## src/rtl/axi_rd_arbiter.sv

```systemverilog
// axi_rd_arbiter: round-robin sharing of one AXI read port (AR+R) among NUM_REQ requesters,
// one burst in flight, with beat-count checking against ar_len.
module axi_rd_arbiter #(
  parameter int NUM_REQ   = 4,
  parameter int ADDR_BITS = 32,
  parameter int DATA_BITS = 32,
  parameter int LEN_BITS  = 8,
  parameter int SIZE_BITS = 3
) (
  input  logic                           aclk_i,
  input  logic                           areset_i,
  input  logic [NUM_REQ-1:0]             req_valid_i,
  output logic [NUM_REQ-1:0]             req_ready_o,
  input  logic [NUM_REQ*ADDR_BITS-1:0]   req_addr_i,
  input  logic [NUM_REQ*LEN_BITS-1:0]    req_len_i,
  input  logic [NUM_REQ*SIZE_BITS-1:0]   req_size_i,
  input  logic [NUM_REQ*2-1:0]           req_burst_i,
  output logic [NUM_REQ-1:0]             rsp_valid_o,
  input  logic [NUM_REQ-1:0]             rsp_ready_i,
  output logic [DATA_BITS-1:0]           rsp_data_o,
  output logic                           rsp_last_o,
  output logic [1:0]                     rsp_resp_o,
  output logic [ADDR_BITS-1:0]           ar_addr_o,
  output logic [LEN_BITS-1:0]            ar_len_o,
  output logic [SIZE_BITS-1:0]           ar_size_o,
  output logic [1:0]                     ar_burst_o,
  output logic                           ar_valid_o,
  input  logic                           ar_ready_i,
  input  logic [DATA_BITS-1:0]           r_data_i,
  input  logic [1:0]                     r_resp_i,
  input  logic                           r_last_i,
  input  logic                           r_valid_i,
  output logic                           r_ready_o,
  output logic [$clog2(NUM_REQ)-1:0]     grant_id_o,
  output logic                           busy_o,
  output logic                           len_err_o
);
  localparam int IW = $clog2(NUM_REQ);
  typedef enum logic [1:0] {IDLE, ADDR, DATA} state_t;
  state_t                state_q, state_d;
  logic [IW-1:0]         rr_q, rr_d, grant_q, grant_d, win;
  logic                  found;
  logic [LEN_BITS-1:0]   beat_q, beat_d;
  logic [ADDR_BITS-1:0]  ar_addr_q, ar_addr_d;
  logic [LEN_BITS-1:0]   ar_len_q, ar_len_d;
  logic [SIZE_BITS-1:0]  ar_size_q, ar_size_d;
  logic [1:0]            ar_burst_q, ar_burst_d;
  logic                  ar_valid_q, ar_valid_d;
  logic [NUM_REQ-1:0]    req_ready_q, req_ready_d;
  logic                  len_err_q, len_err_d;
  logic                  dat, beat;
  // Scan rr_q+1 .. rr_q (mod NUM_REQ); first requester found wins.
  always_comb begin
    found = 1'b0;
    win   = '0;
    for (int i = 1; i <= NUM_REQ; i++) begin
      if (!found && req_valid_i[(int'(rr_q) + i) % NUM_REQ]) begin
        found = 1'b1;
        win   = IW'((int'(rr_q) + i) % NUM_REQ);
      end
    end
  end
  assign dat         = state_q == DATA;
  assign rsp_valid_o = (dat && r_valid_i) ? NUM_REQ'(1) << grant_q : '0;
  assign r_ready_o   = dat && rsp_ready_i[grant_q];
  assign rsp_data_o  = dat ? r_data_i : '0;
  assign rsp_last_o  = dat && r_last_i;
  assign rsp_resp_o  = dat ? r_resp_i : 2'b00;
  assign beat        = dat && r_valid_i && r_ready_o;
  always_comb begin
    state_d     = state_q;
    rr_d        = rr_q;
    grant_d     = grant_q;
    beat_d      = beat_q;
    ar_addr_d   = ar_addr_q;
    ar_len_d    = ar_len_q;
    ar_size_d   = ar_size_q;
    ar_burst_d  = ar_burst_q;
    ar_valid_d  = ar_valid_q;
    req_ready_d = '0;
    len_err_d   = 1'b0;
    case (state_q)
      IDLE: if (found) begin
        ar_addr_d   = req_addr_i[int'(win)*ADDR_BITS +: ADDR_BITS];
        ar_len_d    = req_len_i[int'(win)*LEN_BITS +: LEN_BITS];
        ar_size_d   = req_size_i[int'(win)*SIZE_BITS +: SIZE_BITS];
        ar_burst_d  = req_burst_i[int'(win)*2 +: 2];
        ar_valid_d  = 1'b1;
        req_ready_d = NUM_REQ'(1) << win;
        grant_d     = win;
        beat_d      = '0;
        state_d     = ADDR;
      end
      ADDR: if (ar_ready_i) begin
        ar_valid_d = 1'b0;
        state_d    = DATA;
      end
      DATA: if (beat) begin
        beat_d    = beat_q + 1'b1;
        len_err_d = r_last_i ? beat_q != ar_len_q : beat_q == ar_len_q;
        state_d   = r_last_i ? IDLE : DATA;
        rr_d      = r_last_i ? grant_q : rr_q;
      end
      default: state_d = IDLE;
    endcase
  end
  always_ff @(posedge aclk_i or posedge areset_i) begin
    if (areset_i) begin
      state_q     <= IDLE;
      rr_q        <= IW'(NUM_REQ - 1);
      grant_q     <= '0;
      beat_q      <= '0;
      ar_addr_q   <= '0;
      ar_len_q    <= '0;
      ar_size_q   <= '0;
      ar_burst_q  <= '0;
      ar_valid_q  <= 1'b0;
      req_ready_q <= '0;
      len_err_q   <= 1'b0;
    end else begin
      state_q     <= state_d;
      rr_q        <= rr_d;
      grant_q     <= grant_d;
      beat_q      <= beat_d;
      ar_addr_q   <= ar_addr_d;
      ar_len_q    <= ar_len_d;
      ar_size_q   <= ar_size_d;
      ar_burst_q  <= ar_burst_d;
      ar_valid_q  <= ar_valid_d;
      req_ready_q <= req_ready_d;
      len_err_q   <= len_err_d;
    end
  end
  assign ar_addr_o   = ar_addr_q;
  assign ar_len_o    = ar_len_q;
  assign ar_size_o   = ar_size_q;
  assign ar_burst_o  = ar_burst_q;
  assign ar_valid_o  = ar_valid_q;
  assign req_ready_o = req_ready_q;
  assign grant_id_o  = grant_q;
  assign busy_o      = state_q != IDLE;
  assign len_err_o   = len_err_q;
endmodule
```

## config.mk

```make
export PLATFORM = sky130hd
export DESIGN_NAME = axi_rd_arbiter
export DESIGN_NICKNAME = d
export VERILOG_FILES = /design/src/rtl/axi_rd_arbiter.sv
export SDC_FILE = /design/constraint.sdc
export NUM_CORES = 1
export LEC_CHECK = 0
export CAP_MARGIN = 20
export CORE_AREA = 3 3 125 127
export DETAILED_ROUTE_END_ITERATION = 10
export DIE_AREA = 0 0 128 130
export PLACE_DENSITY = 0.79
export SLEW_MARGIN = 20
export SYNTH_ARGS = -nofsm -noshare
export SYNTH_HDL_FRONTEND = slang
export SYNTH_SLANG_ARGS = --single-unit
```

## constraint.sdc

```tcl
create_clock -name aclk_i -period 6.4 [get_ports aclk_i]
set_clock_uncertainty 0.2 [all_clocks]
set_input_delay 0.64 -clock aclk_i [delete_from_list [all_inputs] [get_ports aclk_i]]
set_output_delay 0.64 -clock aclk_i [all_outputs]
set_load 0.005 [all_outputs]
```

==> run_results.csv, run 1 <==
group,metric,value,unit
sta,whs,300.5,ps
power,powerDensity,347.8,nW/um^2
clocking,cts_tree,"built",
floorplanning,chipHeight,130,um
detailed_routing,wl,18820,um
sta,fin_crit,3680,ps
clocking,post_cts_buffers,0,
floorplanning,pin_count,321,
clocking,clock_sinks,65,
setup_path,endpoint_kind,"flop",
status,run_status,"completed",
sta,hold_viol,0,
grt,grt_antenna_before_repair,1,
setup_path,r2r_slack,3110,ps
clocking,clk_latency,330,ps
hold_path,min_path_cells,2,
sta,setup_tns,0,ps
sta,rsz0062_at_grt,"false",
setup_path,path_class,"input pin to flop",
place,dp_cells,984,
detailed_routing,antenna_left,0,
clocking,h-tree-depth,3,
setup_path,r2r_start,"rr_q[0]",
setup_path,crit_chain,"clkdlybuf4s50_1, and2b_4, o21ai_4, buf_4, and3_4, buf_4, mux2i_1, a211oi_2",
synthesis,ys_ff_latch,65,
grt,grt_pass1_vias,5148,
hold_path,hold_end,"rr_q[1]",
floorplanning,die_w,128,um
power,p_leak,3.326,nW
hold_path,min_path_type,"flop to flop",
detailed_routing,vias,5155,
synthesis,netlist_top_cells_count,"a211oi_2, dfrtp_1, nor2_1",
synthesis,syn_nets,742,
layout,layout-drive-gt1-share,16.30,%
grt,grt_max_degree,66,
synthesis,async_flop_share,100.0,%
sta,max_freq,271.8,MHz
synthesis,yosys_most_used_dff,"dfrtp_1",
setup_path,reg2reg_to,"ar_addr_o[8]",
setup_path,required,6380,ps
detailed_routing,wire_per_inst,18.82,um
detailed_routing,drt_iter0_drc,311,
setup_path,critPathMostFrequentCell,"buf_4",
hold_path,min-delay-start,"rr_q[1]",
sta,slew_headroom,40.57,%
setup_path,crit_path_top_delay_cell,"buf_4",
layout,nets,1039,
power,ir_drop,0.3102,mV
clocking,cts_buffers,9,
floorplanning,initial_core_util,34.62,%
floorplanning,die_area,16640,um^2
grt,overflow,0,
job,maxCapViolCount,0,
setup_path,worstSetupStartpointType,"input pin",
setup_path,slowest_delay,600,ps
detailed_routing,drtPass1Iterations,4,
sta,tightest_slew,891.5,ps
place,io_buffers,320,
synthesis,syn-cell-area,5032,um^2
synthesis,synth_cell_types,44,
floorplanning,coreArea,14530,um^2
place,place_congestion,0.7869,
synthesis,yosysMostFrequentCell,"a211oi_2",
sta,final.period_utilization,57.49,%
sta,slew_viol_final,0,
synthesis,synthCells,514,
setup_path,cp.arrival,3660,ps
synthesis,synth_edf_count,0,
detailed_routing,viasPerCell,5.155,
detailed_routing,drc,0,
place,dp.final_hpwl,13540,um
floorplanning,placementRows,44,
grt,grt_pass1_wl,28280,um
synthesis,yosys.area.top_type,"dfrtp_1",
synthesis,synth.area.top_cells,"dfrtp_1, a211oi_2, mux2i_1",
layout,area_growth,69.62,%
grt,grt_util_all_layers,21.59,%
setup_path,r2r_cells,7,
layout,diodes,0,
clocking,clock_path_buffers,2,
clocking,clock-root-buffer,"clkbuf_16",
clocking,postCtsHoldBufs,0,
synthesis,synth_top_area_share,31.33,%
synthesis,avgSynthCellArea,9.791,um^2
layout,n_fill_cell,1258,
layout,final_cells,1000,
clocking,path_clk_slew,50,ps
clocking,cts_resized,0,
sta,setup_viol,0,
synthesis,ys_seq_area_share,32.37,%
synthesis,ys_warn_count,0,
setup_path,critPathMaxFanout,46,
==> worst max path at each step <==
stage / startpoint / slack (ps) / end
after floorplan: areset_i / 3940 / ar_addr_o[0]
after global routing: req_valid_i[1] / 2540 / ar_addr_o[8]
after global placement: req_valid_i[1] / 2440 / ar_addr_o[31]
final: req_valid_i[1] / 2720 / ar_addr_o[8]
after detailed placement: req_valid_i[1] / 2340 / ar_addr_o[8]
after CTS: req_valid_i[1] / 2690 / ar_addr_o[31]
==> report_power, final <==
| group | switching [mW] | internal [mW] |
|---|---|---|
| Combinational | 0.838 | 0.907 |
| Sequential | 0.139 | 0.595 |
| Clock | 0.179 | 0.311 |
| Total | 1.16 | 1.81 |
==> state kept, by name (all words and copies together), names as in the netlist <==
signal and cells:
ar_burst_o 2, ar_size_o 3, ar_valid_o 1, beat_q 8, len_err_o 1, ar_addr_o 32
rr_q 2, req_ready_o 4, ar_len_o 8, state_q 2, grant_id_o 2
==> cell type report <==
type	instances	area (um^2)	share of cell area, %
tap	184	230.2	2.697
clock inverter	3	40.04	0.4691
sequential	65	1629	19.09
multi-input combinational	357	2935	34.39
clock buffer	13	250.2	2.932
timing repair buffer	328	3263	38.23
inverter	50	187.7	2.199
==> through the flow <==
step           util (%)  worst slack, ps  total power, mW  area (um^2)
2_1_floorplan         -             3937            1.774         5032
3_3_place_gp      56.70             2444            2.465         8240
3_5_place_dp      56.70             2337            2.496         8240
4_1_cts           58.69             2689            3.003         8531
5_1_grt           58.73             2535            3.169         8536
6_report          58.73             2720            2.969         8536
==> placed cells by master, fill, tap and decap left out, types with 3 or more instances in the layout <==
cell             instances
nand3_1                  4
nor3_1                   5
and2_1                  38
a211oi_2                90
xnor2_1                 11
nor2_1                  58
a31oi_1                 45
dfrtp_1                 63
clkbuf_16                9
o21ai_4                  3
mux2i_1                 45
a21oi_1                  5
o21ai_1                  4
o21ai_0                  5
or3_1                    3
clkbuf_1                 3
clkdlybuf4s50_1        320
inv_1                   49
and3_1                   3
nand2_1                 11
buf_4                    8
==> critical path, delay by kind of cell <==
kind | cells | cell delay [ps]
AO/OA/AOI/OAI | 2 | 220
buffers and inverters | 3 | 1650
multiplexers | 1 | 310
AND/OR/NAND/NOR | 2 | 810
==> metal layers <==
layer  vias up  GRT usage, %  share of wire, %
li1       2453             -                 -
met4         2         5.743               1.3
met3        18         5.403               7.9
met2       234         36.29                49
met5         -             0             0.074
met1      2448         27.82                42
==> cell families (layout without fill, tap and decap cells) <==
| logic type | Yosys count | after routing | share of synthesized area, % |
|---|---|---|---|
| simple gates | 141 | 141 | 14.62 |
| compound gates | 157 | 157 | 31.20 |
| buf+inv | 92 | 394 | 10.02 |
| mux | 47 | 47 | 9.622 |
| flops | 65 | 65 | 32.37 |
| fa+ha+maj | 1 | 1 | 0.2486 |
| xor+xnor | 11 | 11 | 1.914 |
No activity file was read; power rests on OpenSTA's default activity.
==> run 2, diff against run 1 <==
Settings changed: CORE_AREA 3 3 125 127 to 3 3 123 125, DIE_AREA 0 0 128 130 to 0 0 126 128, PLACE_DENSITY 0.79 to 0.81.
Clock period 6.4 ns to 3.45 ns, I/O delays scaled along.
==> run 2 against run 1 <==
Compared with the run above: routed wire length down 2.5%; clock power grew 65%; register-to-register slack lost 2200 ps; largest power group unchanged; combinational power increased by 92%; global-route usage increased by 0.43 points; hold slack worse by 140 ps; sequential power up 84%; critical path depth is 4 lower; via count down 2.3%; total power is 85% higher; worst setup slack got worse by 2200 ps.
==> run_results.csv, run 2 (synthesized netlist as in run 1, its figures left out) <==
group,metric,value,unit
status,run_status,"completed",
floorplanning,placementRows,43,
sta,final.period_utilization,84.48,%
grt,grt_antenna_before_repair,0,
sta,slew_viol_final,0,
floorplanning,die_w,126,um
power,power.internal,3.374,mW
clocking,postCtsHoldBufs,0,
setup_path,r2r_start,"rr_q[0]",
grt,grt_pass1_vias,5283,
floorplanning,pin_count,321,
clocking,clk_latency,320,ps
clocking,cts_resized,0,
setup_path,endpoint_kind,"output port",
setup_path,path_class,"flop to output port",
layout,nets,1048,
setup_path,cp-endpoint,"rsp_valid_o[2]",
setup_path,r2r_cells,6,
detailed_routing,wire_per_inst,18.32,um
sta,max_freq,343.1,MHz
sta,tightest_slew,794.8,ps
place,dp_slack,483.3,ps
power,pwr-share-comb,60.6,%
grt,grt_pass1_wl,28500,um
place,place_congestion,0.7981,
sta,hold_viol,0,
setup_path,worstSetupStartpointType,"flop",
power,p_sw,2.127,mW
sta,setup_viol,0,
power,power_frac_seq,24.6,%
grt,overflow,0,
job,maxCapViolCount,0,
clocking,clock_path_buffers,2,
detailed_routing,drtPass1Iterations,4,
setup_path,cp.arrival,2370,ps
clocking,post_cts_buffers,0,
sta,slew_headroom,46.78,%
clocking,clock-root-buffer,"clkbuf_16",
sta,fin_crit,2915,ps
floorplanning,initial_core_util,35.97,%
setup_path,crit_chain,"nor2b_2, nand2_1, nor3_1, clkdlybuf4s50_1",
sta,setup_tns,0,ps
floorplanning,die_area,16130,um^2
place,dp.final_hpwl,14050,um
setup_path,crit_path_start,"state_q[0]",
setup_path,reg2reg_to,"ar_addr_o[1]",
setup_path,r2r_slack,900,ps
power,powerDensity,638.4,nW/um^2
power,clkPwrFrac,14.7,%
detailed_routing,vias,5039,
layout,area_growth,71.23,%
place,postPlaceCellArea,8366,um^2
floorplanning,chipHeight,128,um
power,p_leak,3.370,nW
layout,final_cell_mix,"clkdlybuf4s50_1, a211oi_2, dfrtp_1",
power,ir_drop,0.3291,mV
power,sw_frac_of_total,38.66,%
clocking,h-tree-depth,3,
grt,grt_max_degree,52,
layout,n_fill_cell,1213,
grt,grt_util_all_layers,22.02,%
detailed_routing,drc,0,
clocking,cts_buffers,9,
setup_path,crit_path_top_delay_cell,"nor2b_2",
floorplanning,coreArea,13990,um^2
clocking,clock_sinks,65,
setup_path,slowest_delay,670,ps
layout,largest_reg_flops,32,
setup_path,critPathMaxFanout,28,
layout,fin_area,8617,um^2
detailed_routing,drt_iter0_drc,237,
layout,layout-drive-gt1-share,17.03,%
layout,final_common_cell,"clkdlybuf4s50_1",
detailed_routing,antenna_left,0,
sta,layout_setup_ws,535.4,ps
detailed_routing,wl,18350,um
clocking,cts_tree,"built",
setup_path,required,2900,ps
layout,final_cells,1002,
layout,diodes,0,
place,dp_cells,989,
sta,rsz0062_at_grt,"false",
place,io_buffers,320,
hold_path,min_path_type,"input pin to async pin",
detailed_routing,viasPerCell,5.029,
clocking,path_clk_slew,50,ps
[run 2: cell count changes in the layout (fill, tap and decap cells not counted), sizes merged]
cell	before	now
clkbuf	13	12
clkinv	2	1
bufinv	1	0
buf	8	17
[run 2: power groups by stage]
stage	Combinational, mW	Clock (mW)	Sequential [mW]
finish	3.34	0.810	1.35
global route	3.61	0.863	1.40
CTS	3.38	0.829	1.36
detailed placement	3.38	0	1.36
global placement	3.33	0	1.36
floorplan	1.96	0	1.33
[run 2: stage by stage]
stage / util, % / power (mW) / hold WS, ps
2_1_floorplan: - / 3.291 / 275.8
3_3_place_gp: 59.80 / 4.685 / 296.1
3_5_place_dp: 59.80 / 4.738 / 312.7
4_1_cts: 61.60 / 5.572 / 165.7
5_1_grt: 61.60 / 5.865 / 211.5
6_report: 61.60 / 5.501 / 160.3
[run 2: how the worst min path moves through the flow]
stage                    endpoint  slack [ps]  cells after the start  startpoint
floorplan                 rr_q[1]         280                      2     rr_q[1]
global placement          rr_q[1]         300                      2     rr_q[1]
detailed placement        rr_q[1]         310                      2     rr_q[1]
CTS                 ar_addr_o[15]         170                      2    areset_i
global route         ar_addr_o[5]         210                      2    areset_i
finish              ar_addr_o[15]         160                      2    areset_i
[run 2: layout make-up]
type | instances | area [um^2] | area share, %
clock buffer | 12 | 246.5 | 2.860
tap | 180 | 225.2 | 2.614
inverter | 50 | 187.7 | 2.178
timing repair buffer | 337 | 3393 | 39.38
multi-input combinational | 357 | 2930 | 34.01
sequential | 65 | 1629 | 18.91
clock inverter | 1 | 5.005 | 0.05808
[run 2: worst max-delay path, delay by kind of cell, from the launching register on]
family        cells  cell delay (ps)
simple gates      3             1020
buf+inv           1              540
flops             1              480
[run 2: layer usage]
metal / track usage, % / part of all wire (%)
met5: 0 / 0
met4: 6.625 / 1.9
met3: 4.500 / 6.5
met2: 38.72 / 51
met1: 27.27 / 41
==> run 3, diff against run 2 <==
Settings changed: CORE_AREA 3 3 123 125 to not set, CORE_MARGIN set to 3, CORE_UTILIZATION set to 34, DIE_AREA 0 0 126 128 to not set, PLACE_DENSITY 0.81 to 0.82.
Clock period 3.45 ns to 2.6 ns, I/O delays scaled along.
==> run 3 against run 2 <==
Compared with the run above: sequential power rose by 33%; clock-buffer cell count rose by 1; cell count rose by 0.80%; hold slack got worse by 65 ps; routed wire length fell by 0.15%; non-clock buffer count rose by 6.
==> run_results.csv, run 3 (synthesized netlist as in run 1, its figures left out) <==
group,metric,value,unit
sta,slew_headroom,72.78,%
place,place_congestion,0.8027,
power,ir_drop,0.4762,mV
hold_path,min_path_type,"input pin to async pin",
sta,whs,95.68,ps
sta,tightest_slew,407.4,ps
detailed_routing,vias,5038,
floorplanning,die_w,127.7,um
layout,layout-drive-gt1-share,17.95,%
setup_path,endpoint_kind,"output port",
clocking,h-tree-depth,3,
power,powerDensity,854.4,nW/um^2
power,p_leak,3.431,nW
grt,grt_max_degree,66,
grt,grt_pass1_wl,27700,um
place,dp.final_hpwl,14100,um
sta,slew_viol_final,0,
setup_path,r2r_start,"rr_q[0]",
layout,area_growth,73.74,%
layout,final_common_cell,"clkdlybuf4s50_1",
setup_path,crit_path_start,"state_q[1]",
setup_path,required,2140,ps
detailed_routing,antenna_left,0,
detailed_routing,wire_per_inst,18.14,um
grt,overflow,0,
clocking,clock-root-buffer,"clkbuf_16",
place,io_buffers,320,
layout,largest_reg_flops,32,
clocking,post_cts_buffers,0,
setup_path,critPathMaxFanout,20,
clocking,postCtsHoldBufs,0,
detailed_routing,drc,0,
setup_path,cp.arrival,1950,ps
detailed_routing,drtPass1Iterations,5,
layout,final_cell_mix,"clkdlybuf4s50_1, a211oi_2, dfrtp_1",
clocking,cts_tree,"built",
floorplanning,pin_count,321,
sta,hold_viol,0,
detailed_routing,drt_iter0_drc,201,
layout,diodes,0,
detailed_routing,wl,18330,um
sta,rsz0062_at_grt,"false",
grt,grt_pass1_vias,5136,
job,maxCapViolCount,0,
clocking,clock_path_buffers,2,
status,run_status,"completed",
grt,grt_antenna_before_repair,0,
clocking,clk_latency,320,ps
layout,nets,1054,
grt,grt_util_all_layers,21.36,%
clocking,clock_sinks,65,
sta,final.period_utilization,92.78,%
floorplanning,die_area,16300,um^2
floorplanning,initial_core_util,35.43,%
clocking,path_clk_slew,50,ps
floorplanning,coreArea,14200,um^2
sta,setup_viol,0,
setup_path,worstSetupStartpointType,"flop",
clocking,cts_resized,0,
floorplanning,placementRows,43,
sta,setup_tns,0,ps
clocking,cts_buffers,9,
detailed_routing,viasPerCell,4.988,
setup_path,path_class,"flop to output port",
floorplanning,chipHeight,127.7,um
sta,max_freq,414.5,MHz
sta,fin_crit,2412,ps
[run 3: cell types whose count changed in the layout (fill, tap and decap cells not counted)]
cell        previous run  this run
buf_12                 5         9
buf_4                 12        14
clkbuf_8               1         3
clkbuf_1               2         1
clkinvlp_4             0         1
[run 3: critical path: stages (launching register included)]
cell             delay [ps]
dfrtp_1                 460
nor2b_2                 200
buf_4                   200
nand2_1                  90
nor3_1                  140
clkdlybuf4s50_1         540
[run 3: power by group]
group          internal [mW]  switching [mW]  total, mW
Sequential              1.47           0.337       1.80
Combinational           2.44            2.08       4.52
Clock                  0.717           0.435       1.15
Total                   4.62            2.85       7.47
[run 3: area by class of cell]
class / count / area, um^2
clock inverters: 2 / 12.51
fillers: 1198 / 5460
repair buffers: 343 / 3488
well taps: 180 / 225.2
clock buffers: 13 / 270.3
inverters: 50 / 187.7
flip-flops and latches: 65 / 1629
multi-input cells: 357 / 2930
[run 3: final timing paths]
kind | cells past startpoint | slack [ps] | to
max | 5 | 190 | rsp_valid_o[2]
min in group aclk_i | 2 | 310 | rr_q[1]
min | 3 | 100 | ar_addr_o[13]
max reg2reg | 6 | 440 | ar_addr_o[0]
min reg2reg | 2 | 310 | rr_q[1]
max in group asynchronous | 3 | 1720 | rr_q[1]
[run 3: per-layer routing]
layer	vias to the layer above	track usage, %	part of all wire (%)
met2	207	37.19	51
met3	17	5.375	6.9
met1	2343	26.63	41
met4	0	5.056	1.5
met5	-	0	0
li1	2471	-	-
[run 3: through the flow]
step	utilization (%)	power (mW)	std cells	setup WS, ps	instance area, um^2
floorplan	-	4.367	514	516.9	5032
global placement	59.57	6.307	995	146.5	8461
detailed placement	59.57	6.388	995	97.44	8461
CTS	61.56	7.573	1010	134.9	8743
global route	61.56	7.946	1010	4.960	8743
finish	61.56	7.471	1010	187.7	8743
